`config.mk`:
```
export PLATFORM = sky130hd
export DESIGN_NAME = bus_arbiter_4req_flat
export DESIGN_NICKNAME = d
export VERILOG_FILES = /design/src/rtl/bus_arbiter_if.sv /design/src/rtl/bus_arbiter_4req.sv /design/src/flat_wrapper.sv
export SDC_FILE = /design/constraint.sdc
export NUM_CORES = 1
export LEC_CHECK = 0
export CORE_AREA = 5 5 128 130
export CTS_CLUSTER_DIAMETER = 200
export DETAILED_ROUTE_END_ITERATION = 12
export DIE_AREA = 0 0 133 135
export GPL_TIMING_DRIVEN = 0
export PLACE_DENSITY_LB_ADDON = 0.3
export SLEW_MARGIN = 20
export SYNTH_ARGS = -nofsm -noshare
export SYNTH_HDL_FRONTEND = slang
export SYNTH_SLANG_ARGS = --single-unit
```
`constraint.sdc`:
```
create_clock -name clk -period 2.4 [get_ports clk]
set_input_delay 0.24 -clock clk [delete_from_list [all_inputs] [get_ports clk]]
set_output_delay 0.24 -clock clk [all_outputs]
set_load 0.01 [all_outputs]
```
`src/rtl/bus_arbiter_if.sv`:
```
// Bundle of request, data and granted-bus signals shared by the 4-way arbiter and its requesters.
// bus_valid qualifies bus_data/sel/gnt for the whole cycle; there is no ready -- a requester owns the bus while gnt is set.
interface bus_arbiter_if #(
  parameter int N = 64
);
  logic [3:0]   req;
  logic [N-1:0] data0;
  logic [N-1:0] data1;
  logic [N-1:0] data2;
  logic [N-1:0] data3;
  logic [3:0]   gnt;
  logic [1:0]   sel;
  logic         bus_valid;
  logic [N-1:0] bus_data;

  modport master (
    output req, data0, data1, data2, data3,
    input  gnt, sel, bus_valid, bus_data
  );

  modport slave (
    input  req, data0, data1, data2, data3,
    output gnt, sel, bus_valid, bus_data
  );
endinterface

```
`src/rtl/bus_arbiter_4req.sv`:
```
// Round-robin arbiter for 4 requesters with a per-grant hold limit, steering the
// granted requester's data onto a shared N-bit bus.
module bus_arbiter_4req #(
  parameter int N        = 64,
  parameter int MAX_HOLD = 8,
  parameter int CNT_W    = 4
) (
  input  logic           clk,
  input  logic           reset,
  bus_arbiter_if.slave   bus,
  output logic           state_dbg
);

  typedef enum logic {S_IDLE = 1'b0, S_GRANT = 1'b1} state_t;

  localparam logic [CNT_W-1:0] HOLD_LAST = CNT_W'(MAX_HOLD - 1);

  state_t           state, state_n;
  logic [3:0]       gnt_n;
  logic [1:0]       sel_n;
  logic             valid_n;
  logic [CNT_W-1:0] hold_cnt, cnt_n;
  logic [1:0]       ptr, ptr_n;
  logic [2:0]       pick_all, pick_oth;
  logic [3:0]       others;

  // Returns {found, idx}: first set bit of r scanning p, p+1, .. mod 4.
  function automatic logic [2:0] rr_pick(input logic [3:0] r, input logic [1:0] p);
    logic [2:0] res;
    logic [1:0] idx;
    res = '0;
    for (int i = 3; i >= 0; i--) begin
      idx = p + 2'(i);
      if (r[idx]) res = {1'b1, idx};
    end
    return res;
  endfunction

  always_comb begin
    state_n  = state;
    gnt_n    = bus.gnt;
    sel_n    = bus.sel;
    valid_n  = bus.bus_valid;
    cnt_n    = hold_cnt;
    ptr_n    = ptr;
    others   = bus.req & ~(4'b0001 << bus.sel);
    pick_all = rr_pick(bus.req, ptr);
    pick_oth = rr_pick(others, ptr);
    case (state)
      S_IDLE: begin
        if (pick_all[2]) begin
          state_n = S_GRANT;
          gnt_n   = 4'b0001 << pick_all[1:0];
          sel_n   = pick_all[1:0];
          valid_n = 1'b1;
          cnt_n   = '0;
          ptr_n   = pick_all[1:0] + 2'd1;
        end
      end
      S_GRANT: begin
        if (!bus.req[bus.sel] ||
            (MAX_HOLD != 0 && hold_cnt >= HOLD_LAST && others != 4'b0000)) begin
          // Release or forced rotation both hand over straight to the next in line.
          if (pick_oth[2]) begin
            gnt_n   = 4'b0001 << pick_oth[1:0];
            sel_n   = pick_oth[1:0];
            cnt_n   = '0;
            ptr_n   = pick_oth[1:0] + 2'd1;
          end else begin
            state_n = S_IDLE;
            gnt_n   = 4'b0000;
            valid_n = 1'b0;
          end
        end else if (hold_cnt != {CNT_W{1'b1}}) begin
          cnt_n = hold_cnt + CNT_W'(1);
        end
      end
      default: state_n = S_IDLE;
    endcase
  end

  always_ff @(posedge clk) begin
    if (reset) begin
      state         <= S_IDLE;
      bus.gnt       <= 4'b0000;
      bus.sel       <= 2'd0;
      bus.bus_valid <= 1'b0;
      hold_cnt      <= '0;
      ptr           <= 2'd0;
    end else begin
      state         <= state_n;
      bus.gnt       <= gnt_n;
      bus.sel       <= sel_n;
      bus.bus_valid <= valid_n;
      hold_cnt      <= cnt_n;
      ptr           <= ptr_n;
    end
  end

  always_comb begin
    bus.bus_data = '0;
    if (bus.bus_valid) begin
      case (bus.sel)
        2'd0:    bus.bus_data = bus.data0;
        2'd1:    bus.bus_data = bus.data1;
        2'd2:    bus.bus_data = bus.data2;
        default: bus.bus_data = bus.data3;
      endcase
    end
  end

  assign state_dbg = state;

endmodule
```
`src/flat_wrapper.sv`:
```
// flat-port wrapper written by rule: the top's interface ports become plain ports
module bus_arbiter_4req_flat 
#(
  parameter int N        = 64,
  parameter int MAX_HOLD = 8,
  parameter int CNT_W    = 4
)
  (clk, reset, state_dbg, bus_req, bus_data0, bus_data1, bus_data2, bus_data3, bus_gnt, bus_sel, bus_bus_valid, bus_bus_data);
  bus_arbiter_if #(.N(N)) bus_i ();
  input  logic clk;
  input  logic reset;
  output logic state_dbg;
  input wire logic [$bits(bus_i.req)-1:0] bus_req;
  input wire logic [$bits(bus_i.data0)-1:0] bus_data0;
  input wire logic [$bits(bus_i.data1)-1:0] bus_data1;
  input wire logic [$bits(bus_i.data2)-1:0] bus_data2;
  input wire logic [$bits(bus_i.data3)-1:0] bus_data3;
  output wire logic [$bits(bus_i.gnt)-1:0] bus_gnt;
  output wire logic [$bits(bus_i.sel)-1:0] bus_sel;
  output wire logic [$bits(bus_i.bus_valid)-1:0] bus_bus_valid;
  output wire logic [$bits(bus_i.bus_data)-1:0] bus_bus_data;
  assign bus_i.req = bus_req;
  assign bus_i.data0 = bus_data0;
  assign bus_i.data1 = bus_data1;
  assign bus_i.data2 = bus_data2;
  assign bus_i.data3 = bus_data3;
  assign bus_gnt = bus_i.gnt;
  assign bus_sel = bus_i.sel;
  assign bus_bus_valid = bus_i.bus_valid;
  assign bus_bus_data = bus_i.bus_data;
  bus_arbiter_4req #(.N(N), .MAX_HOLD(MAX_HOLD), .CNT_W(CNT_W)) u_core (.clk(clk), .reset(reset), .bus(bus_i), .state_dbg(state_dbg));
endmodule
```
==> After elaboration in Yosys (flattened, before gate mapping) <==
Index checks and enable logic that the tools add are counted.
{ "classes": {"reduce_logical": 9, "add_sub_neg": 6, "magnitude_cmp": 6, "bitwise_logic": 3, "shifts": 3, "n_eq_ne": 9, "n_mux": 53} }
{ "ops": {"columns": ["operator", "count"], "rows": [
  ["$pmux 64 s3", 1],
  ["$mux 64", 1],
  ["$mux 4", 7],
  ["$mux 3", 8],
  ["$bmux 1 s2", 9],
  ["$pmux 4 s2", 2],
  ["$lt 2x3->1 const B", 5],
  ["$mux 1", 15],
  ["$mux 2", 6],
  ["$shl 1x2->4 const A", 3],
  ["$reduce_and 3->1", 3],
  ["$pmux 2 s2", 2],
  ["$add 2x1->2 const B", 3],
  ["$ne 2x2->1 const B", 3],
  ["$ne 3x3->1 const B", 2],
  ["$add 2x2->2 const B", 2],
  ["$add 4x1->4 const B", 1],
  ["$and 4x4->4", 1],
  ["$ge 4x3->1 const B", 1],
  ["$ne 4x4->1 const B", 1],
  ["$not 4->4", 1],
  ["$pmux 1 s2", 2],
  ["$reduce_bool 4->1", 1],
  ["$eq 2x1->1 const B", 1],
  ["8 further kinds", 8]
]} }
{ "totals": {"input_bits": 262, "word_cells": 95, "reg_bits": 14, "out_inout_bits": 72} }

==> Depth between registers and ports, before layout <==
Gate-level depths: netlist of run 1.
{ "depth": {"word_depth": 13, "ltp_mapped": 7, "ltp_nobuf": 7} }

==> Worst setup path after synthesis of run 1 <==
OpenSTA, ideal clock, no wires.
{ "synth_path": {"path_kind": "reg-to-output", "startpoint": "register u_core.bus.sel[0]", "endpoint": "output bus_bus_data[14]", "required_ns": 2.160, "path_stages_with_launch": 6, "setup_slack_ns": 0.362, "path_buffers": 3, "arrival_ns": 1.798, "cell_sequence": "dfxtp_1 -> buf_4 -> buf_2 -> buf_2 -> mux4_2 -> and2_1"} }
{ "synth_via": {"elab_chain_len": 3, "elab_cells_between_ends": 5, "cone_classes": "2 x eq/ne; 2 x mux; 1 x reduce/logical"} }
{ "synth_rtl": {"columns": ["element", "line", "text"], "rows": [
  ["start, declared", "bus_arbiter_if.sv:23", "output gnt, sel, bus_valid, bus_data"],
  ["start signal, assigned", "bus_arbiter_4req.sv:93", "bus.sel <= sel_n;"],
  ["$eq 2x2->1 (tied with other cells)", "bus_arbiter_4req.sv:103", "case (bus.sel)"],
  ["$pmux 64 s3 *", "bus_arbiter_4req.sv:103", null],
  ["$mux 64 *", "bus_arbiter_4req.sv:102", "if (bus.bus_valid) begin"],
  ["end, declared", "flat_wrapper.sv:21", "output wire logic [$bits(bus_i.bus_data)-1:0] bus_bus_data;"]
]} }
Mark *: on every way between the ends. The rest lies on a longest branch, timed or not.

==> Worst setup path after layout of run 1 <==
{ "layout_path": {"startpoint": "register u_core.bus.sel[0]", "endpoint": "output bus_bus_data[54]"} }
The elaborated chain is that of the path after synthesis.

==> run metrics, run 1 <==
sequential fraction of the synthesis area=9.29%; Slew Viols, Final=0; Clock Tree Buf Depth=2; Worst-path clk slew=0.05 ns; Die Span X=133 µm; first-pass GRT wire length=25500 µm; Worst Skew=0.00274 ns; Slew @ Worst Pin=0.592 ns; die height=135 µm; crit share post-route=97.2%; GRT Util Overall=18.0%; asr flop ratio synth=0%; share of layout cells above drive strength 1=19.3%; Fin Setup TNS=0 ns; Worst-Skew Late Latency=0.24 ns; CTS Root Cell=clkbuf_16; WL/cell=21.7 µm; Mapped Cells=280; final wirelength=17800 µm; Worst EP arrival=2.09 ns; Netlist cell types=55; Clock Sink Count=14; FMAX=429 MHz; worst hold path class=reg2reg; CP Launch Type=flip-flop; routed via count=3934; core area=15000 µm²; syn avg cell area=10.8 µm²; vias in the first global route=4227; Tmin final=2.33 ns; DR pass1 iterations=4; nets=895; Cell Pwr Density=351 nW/µm²; CP Capture Type=output port; Core Rows=45; Ports=334; relative slew slack=60.1%; final setup fails=0; Via-to-Cell Ratio=4.80; DR DRC count=0; CP Max Fanout=10; Post-DP HPWL=15200 µm; die area=18000 µm²; routability cong.=0.860; Synth Net Count=543; Cell Count, Final, Fillers Out=820; status=complete, no violations; Synthesis Warnings=0; area added between synthesis and finish=132%; # H-tree levels=1; total gr overflow=0; Initial Util=20.1%; Critical Path RT=2.16 ns; Leak=2.93 nW; CTS tree=yes; unrepaired setup endpoints after global routing=yes; EDFF count, synth=0; Hold Buf Count CTS=0; total CTS buffers=3; Detailed Route Iter0 Violations=143; placed cell count=801; largest net degree at the start of global routing=11; Post-synth top flop=dfxtp_1; number of max-cap violations=0; Yosys reg bits=14; antenna violation net count after detailed routing=0; antenna violations before repair=2; crit path kind=reg2out; Syn Std Cell Area=3020 µm²; VDD IR max=0.318 mV; Port Buffers=333; Hold Violations, Final=0
[through the flow]
stage                     cell area [µm²]  setup WS, ns  power, mW  hold slack (ns)  util (%)
after CTS                            6790        -0.105       2.41            0.508      45.2
final                                6990        0.0681       2.45            0.506      46.5
after detailed placement             6580        -0.691       2.01            0.495      43.8
after floorplan                      3020         0.362       1.15            0.312         -
after global routing                 6990       0.00442       2.61            0.541      46.5
after global placement               6580        -0.646       1.98            0.490      43.8
[cells by family (layout without fill, tap and decap cells)]
logic type | count (synthesis) | count (layout) | synth area share (%)
AOI/OAI and AO/OA | 41 | 41 | 11.1
xor gates and xnor gates | 3 | 3 | 0.872
adders and majority gates | 1 | 1 | 0.415
buffers and inverters | 35 | 386 | 5.39
DFF | 14 | 14 | 9.29
muxes | 68 | 68 | 49.6
other | 0 | 1 | 0
and+or+nand+nor | 118 | 118 | 23.3
[layout by cell type (no fill, tap or decap), types with 3 or more instances in the layout]
cell type	n
clkbuf_16	4
inv_1	5
nor2_1	8
dlygate4sd2_1	30
o21a_1	3
dlymetal6s2s_1	22
nand3_1	4
and2_1	69
mux4_2	65
xor2_1	3
buf_2	3
clkdlybuf4s50_1	279
buf_4	15
dfxtp_1	12
clkbuf_1	8
nor3_1	6
buf_12	9
nand2b_1	3
a21oi_1	7
nand2_1	11
clkbuf_8	3
a211oi_1	3
clkbuf_4	3
[Yosys cell counts (3+ instances only)]
master    instances  area [µm²]
nand3_1           4        20.0
a211oi_1          3        22.5
o21a_1            3        22.5
nand2_1          11        41.3
clkbuf_1         15        56.3
xor2_1            3        26.3
buf_4             3        22.5
buf_2            10        50.1
and2_1           69         432
inv_1             5        18.8
dfxtp_1          14         280
nand2b_1          3        18.8
nor3_1            6        30.0
a21oi_1           7        35.0
nor2_1            8        30.0
mux4_2           65        1460
[routing by layer]
layer  track usage (%)  part of all wire (%)
met1              21.3                    37
met2              33.7                    54
met3              4.88                   7.6
met4              1.79                   1.2
met5                 0                 0.073
[worst max-delay path, cell delays in order, from the launching register on]
cell and delay, ns:
dfxtp_4 0.37, buf_12 0.14, buf_12 0.13, buf_4 0.12
buf_12 0.13, mux4_2 0.49, and2_1 0.16, dlygate4sd2_1 0.30
[report_power, final]
| part | internal [mW] | switching [mW] |
|---|---|---|
| clock network | 0.253 | 0.0974 |
| registers | 0.262 | 0.0232 |
| logic | 1.17 | 0.646 |
| total | 1.69 | 0.766 |
[flip-flops by register name (all words and copies together) (netlist names)]
| register | cells |
|---|---|
| u_core.bus.bus_valid | 1 |
| u_core.bus.sel | 2 |
| u_core.hold_cnt | 4 |
| u_core.state_dbg | 1 |
| u_core.ptr | 2 |
| u_core.bus.gnt | 4 |
[area by class of cell]
cell class | count | area [µm²]
Tap cell | 188 | 235
Buffer | 30 | 299
Inverter | 5 | 18.8
Fill cell | 1408 | 8050
Sequential cell | 14 | 285
Antenna cell | 1 | 2.50
Timing Repair Buffer | 347 | 3490
Clock buffer | 4 | 88.8
Multi-Input combinational cell | 231 | 2570
[path summary, 6_finish.rpt]
kind / from / endpoint / slack, ns / cells past startpoint
worst max-delay path: u_core.bus.sel[0]$_SDFFE_PP0P_ / bus_bus_data[54] / 0.07 / 7
worst min-delay path: u_core.bus.gnt[2]$_SDFFE_PP0P_ / u_core.bus.gnt[2]$_SDFFE_PP0P_ / 0.51 / 2
worst max register to register: u_core.bus.sel[0]$_SDFFE_PP0P_ / u_core.bus.gnt[3]$_SDFFE_PP0P_ / 0.23 / 8
worst min register to register: u_core.bus.gnt[2]$_SDFFE_PP0P_ / u_core.bus.gnt[2]$_SDFFE_PP0P_ / 0.51 / 2
[what timing repair did]
| action | CTS | global route |
|---|---|---|
| buffers inserted | 5 | 8 |
| setup endpoints to repair | 64 | 41 |
| resized for setup | 75 | 31 |
| cloned | 0 | 1 |
No activity file was read; power rests on OpenSTA's default activity.
==> run 2: changes to the inputs <==
--- a/config.mk
+++ b/config.mk
@@ -6,11 +6,11 @@
 export NUM_CORES = 1
 export LEC_CHECK = 0
 export CORE_AREA = 5 5 128 130
-export CTS_CLUSTER_DIAMETER = 200
+export CTS_CLUSTER_DIAMETER = 50
 export DETAILED_ROUTE_END_ITERATION = 12
 export DIE_AREA = 0 0 133 135
 export GPL_TIMING_DRIVEN = 0
-export PLACE_DENSITY_LB_ADDON = 0.3
+export PLACE_DENSITY_LB_ADDON = 0.05
 export SLEW_MARGIN = 20
 export SYNTH_ARGS = -nofsm -noshare
 export SYNTH_HDL_FRONTEND = slang
==> run metrics, run 2 (same netlist as run 1, synthesis figures left out) <==
status=complete, no violations (unchanged); vias in the first global route=4115 (was 4227); nets=889 (was 895); total gr overflow=0 (unchanged); Initial Util=20.1% (unchanged); Via-to-Cell Ratio=4.76 (was 4.80); Final Core Density=45.5% (was 46.5%); number of max-cap violations=0 (unchanged); DR pass1 iterations=4 (unchanged); cell area after layout=6850 µm² (was 6990 µm²); CP Capture Type=output port (unchanged); Slew @ Worst Pin=0.593 ns (was 0.592 ns); final wirelength=19300 µm (was 17800 µm); Ports=334 (unchanged); Worst-path clk slew=0.05 ns (about the same); CP Launch Type=flip-flop (unchanged); Hold Violations, Final=0 (unchanged); Port Buffers=333 (unchanged); GRT Util Overall=20.3% (was 18.0%); die height=135 µm (unchanged); slowest stage cell, crit path=mux4_2 (unchanged); unrepaired setup endpoints after global routing=no (was yes); DR DRC count=0 (unchanged); core area=15000 µm² (unchanged); Worst EP arrival=2.08 ns (was 2.09 ns); final setup fails=0 (unchanged); # H-tree levels=1 (unchanged); Worst Skew=0.00272 ns (was 0.00274 ns); CTS Root Cell=clkbuf_16 (unchanged); Placed Area=6580 µm² (unchanged); total power draw=2.37 mW (was 2.45 mW); crit path kind=reg2out (unchanged); grt met3 use=6.45% (was 4.88%); crit share post-route=96.6% (was 97.2%); max incr delay on CP=0.53 ns (was 0.49 ns); first-pass GRT wire length=27900 µm (was 25500 µm); total CTS buffers=3 (unchanged); CP Max Fanout=10 (unchanged); WL/cell=23.6 µm (was 21.7 µm); relative slew slack=60.1% (about the same); largest net degree at the start of global routing=11 (unchanged); routability cong.=0.862 (was 0.860); routed via count=3882 (was 3934); Cell Pwr Density=346 nW/µm² (was 351 nW/µm²); Post-DP HPWL=16600 µm (was 15200 µm); Hold Crit Depth=2 (unchanged); Crit. path cell count=5 (was 7); grt met2 use=37.7% (was 33.7%); critical path's top delay family=buffers and inverters (unchanged); commonest non-fill, non-tap cells in the layout=clkdlybuf4s50_1 (280), and2_1 (69), mux4_2 (65) (was clkdlybuf4s50_1 (279), and2_1 (69), mux4_2 (65)); critical path's most frequent cell=buf_6 (was buf_12); Core Rows=45 (unchanged); worst hold path class=reg2reg (unchanged); VDD IR max=0.319 mV (was 0.318 mV); Critical Path, Cell by Cell=buf_6 > buf_6 > mux4_2 > and2_1 > clkdlybuf4s50_1 (was buf_12 > buf_12 > buf_4 > buf_12 > mux4_2 > and2_1 > dlygate4sd2_1); Clock Tree Buf Depth=2 (unchanged); Detailed Route Iter0 Violations=126 (was 143); Slew Viols, Final=0 (unchanged); Top Registers=u_core.bus.gnt x4, u_core.hold_cnt x4 (unchanged); Worst-Skew Late Latency=0.24 ns (about the same); Most Used Layer, Global Route=met2 (unchanged); Reg2Reg Depth=8 (unchanged); FMAX=431 MHz (was 429 MHz); CTS tree=yes (unchanged); GR Util met1=22.7% (was 21.3%); Clock Sink Count=14 (unchanged); most common cell after layout, fill and taps aside=clkdlybuf4s50_1 (unchanged); antenna violation net count after detailed routing=0 (unchanged); Tmin final=2.32 ns (was 2.33 ns); Fin Setup TNS=0 ns (unchanged); Buf+Inv Stages, Crit Path=3 (was 5); antenna violations before repair=7 (was 2); Die Span X=133 µm (unchanged); Leak=2.67 nW (was 2.93 nW); share of layout cells above drive strength 1=18.4% (was 19.3%); FILL cells=1445 (was 1408); die area=18000 µm² (unchanged); Fin Hold WS=0.508 ns (was 0.506 ns); area added between synthesis and finish=127% (was 132%); Critical Path RT=2.16 ns (about the same)
[run 2: repair_timing]
item                       4_1_cts  5_1_grt
setup endpoints to repair       64       16
gates cloned                     0        0
setup buffers                    9        0
resized for setup               96        9
hold buffers                     0        0
[run 2: layer usage]
metal / wire length, µm / share of wire [%]
met5: 68 / 0.35
met4: 293 / 1.5
met3: 1420 / 7.4
met2: 10300 / 54
met1: 7170 / 37
[run 2: final cells by class]
class / count / area, µm² / share of cell area [%]
inverters: 5 / 18.8 / 0.274
clock buffers: 3 / 75.1 / 1.10
flip-flops and latches: 14 / 285 / 4.17
well taps: 188 / 235 / 3.44
repair buffers: 341 / 3340 / 48.8
plain buffers: 30 / 298 / 4.35
diodes: 3 / 7.51 / 0.110
multi-input cells: 231 / 2580 / 37.7
[run 2: through the flow]
| step | setup WS (ns) | instances |
|---|---|---|
| finish | 0.0819 | 815 |
| global route | 0.000280 | 814 |
| CTS | 0.00346 | 813 |
| detailed placement | -0.568 | 801 |
| global placement | -0.583 | 801 |
| floorplan | 0.362 | 280 |
[run 2: report_power, final]
part / internal [mW] / switching [mW]
clock network: 0.218 / 0.0918
registers: 0.262 / 0.0221
logic: 1.13 / 0.648
[run 2: worst paths after layout]
kind,startpoint,endpoint,slack (ns)
max reg2reg,u_core.bus.sel[0]$_SDFFE_PP0P_,u_core.bus.gnt[3]$_SDFFE_PP0P_,0.16
min,u_core.bus.gnt[3]$_SDFFE_PP0P_,u_core.bus.gnt[3]$_SDFFE_PP0P_,0.51
max,u_core.bus.sel[0]$_SDFFE_PP0P_,bus_bus_data[11],0.08
min reg2reg,u_core.bus.gnt[3]$_SDFFE_PP0P_,u_core.bus.gnt[3]$_SDFFE_PP0P_,0.51
[run 2: tightest hold or removal path: cells and delay by family (launching register included)]
family	cells	cell delay (ns)
compound gates	1	0.06
flops	1	0.30
simple gates	1	0.10
==> variant (settings of run 2) <==
Make the reset (`reset`) asynchronous in one clocked block.
--- a/src/rtl/bus_arbiter_4req.sv
+++ b/src/rtl/bus_arbiter_4req.sv
@@ -79,7 +79,7 @@
     endcase
   end
 
-  always_ff @(posedge clk) begin
+  always_ff @(posedge clk or posedge reset) begin
     if (reset) begin
       state         <= S_IDLE;
       bus.gnt       <= 4'b0000;
Behaviour: differs if reset is asserted again (counterexample within 4 cycles, from zero or initial values and one cycle with reset high); with reset held inactive, the same outputs for 4 cycles.
==> variant against run 2 <==
The run now ends with setup timing left. Hold slack got worse by 0.17 ns. Cell area shrank 1.5%. Die area is the same. Count of clock-buffer cells in the layout is the same. Sequential cell count did not move. Routed wire length unchanged. Worst setup slack lost 0.096 ns. Synthesized area shrank 2.1%. Critical path type unchanged. Highest routed layer unchanged.
Power is not compared: it rests on default switching activity, and its combinational part moved more than twofold at a synthesized area within 25%.
==> variant: results <==
set metrics [dict create \
    port_buffers 331 \
    syn_avg_cell_area_um2 11.1 \
    dp_hpwl_um 16600 \
    grt_usage_pct 20.2 \
    wl_per_cell_um 24.1 \
    h-tree-depth 1 \
    place_area_um2 6500 \
    drtIter0Drc 150 \
    slowest_delay_ns 0.51 \
    violations "setup timing" \
    final_nets 874 \
    vdd_ir_drop_max_v 0.000534 \
    synth_ff_type "dfrtp_1" \
    grt_max_degree 15 \
    setup_tns_ns -0.0327 \
    clk_transition_reported_paths_ns 0.05 \
    drt_first_pass_iters 4 \
    crit_arrival_ns 2.17 \
    max_slew.worst_pin.slew_ns 0.593 \
    gp_congestion 0.849 \
    dp_slack_ns -0.750 \
    grt_pass1_wl_um 27500 \
    dp_cells 786 \
    dr_total_vias 3786 \
    synth_area_leaders "mux4_2 (50%), and2_1 (14%), dfrtp_1 (12%), a21oi_1 (1.7%), buf_2 (1.7%)" \
    setup_ws_ns -0.0141 \
    cts_buffers 3 \
    synthArstFlopShare_pct 100 \
    synth_commonest_cells "and2_1 (67), mux4_2 (65), dfrtp_1 (14), clkbuf_1 (13)" \
    hold_path.class "input pin to async pin" \
    hold_viol 0 \
    ys_seq_area_share_pct 11.9 \
    cpLargestDelayFamily "buffers and inverters" \
    drt_wl_total_um 19300 \
    p_leak_uw 0.00266 \
    drive_above_1_share_pct 19.0 \
    antenna_found_initial 4 \
    root_buffer "clkbuf_16" \
    reg_top3 "u_core.bus.gnt: 4 flops, u_core.hold_cnt: 4 flops" \
    setup_viol 5 \
    status "finished, violations left" \
    critPathLaunch "u_core.bus.sel[0]" \
    syn_nets 530 \
    finClkSkew_ns 0.00198 \
    yosysWarningCount 0 \
    clockBufferDepth 2 \
    synth.distinct_cells 47 \
]
variant: cells by family (layout without fill, tap and decap cells):
family | Yosys count | after routing | synth area share (%)
AND/OR/NAND/NOR | 107 | 107 | 21.3
multiplexers | 67 | 67 | 50.3
AO/OA/AOI/OAI | 41 | 41 | 10.3
buffers and inverters | 35 | 377 | 5.17
flip-flops | 14 | 14 | 11.9
adder cells (fa/ha/maj) | 2 | 2 | 0.763
XOR/XNOR | 1 | 1 | 0.297
other | 0 | 1 | 0
variant: final timing paths:
check | endpoint | slack (ns) | depth (start not counted)
max reg2reg | u_core.hold_cnt[0] | 0.12 | 7
min reg2reg | u_core.bus.gnt[1] | 0.49 | 2
min in group clk | u_core.bus.gnt[1] | 0.49 | 2
max | bus_bus_data[5] | -0.01 | 6
min | u_core.ptr[1] | 0.34 | 2
max in group asynchronous | u_core.bus.sel[0] | 1.67 | 2
variant: cell type report:
cell class | instances | area [um^2]
clock buffer | 3 | 75.1
inverter | 6 | 22.5
timing repair buffer | 340 | 3320
buffer | 28 | 280
antenna | 1 | 2.50
tap | 188 | 235
sequential | 14 | 353
multi-input combinational | 218 | 2460
fill | 1412 | 8290
variant: what timing repair did:
item                                    in CTS  in global routing
gates resized for setup                    101                 21
endpoints found under the setup margin      64                 27
buffers inserted                             4                  5
variant: layer usage:
layer	wire, um	global-route usage [%]	vias to the layer above
li1	-	-	1739
met5	42	0	-
met3	1140	4.47	12
met1	7640	24.9	1892
met2	10400	37.4	137
met4	53	1.91	6
variant: where the power goes:
part	internal [uW]	switching [uW]	leakage (uW)
clock network	218	94.3	0.0000370
logic	3070	2200	0.00245
registers	329	107	0.000171
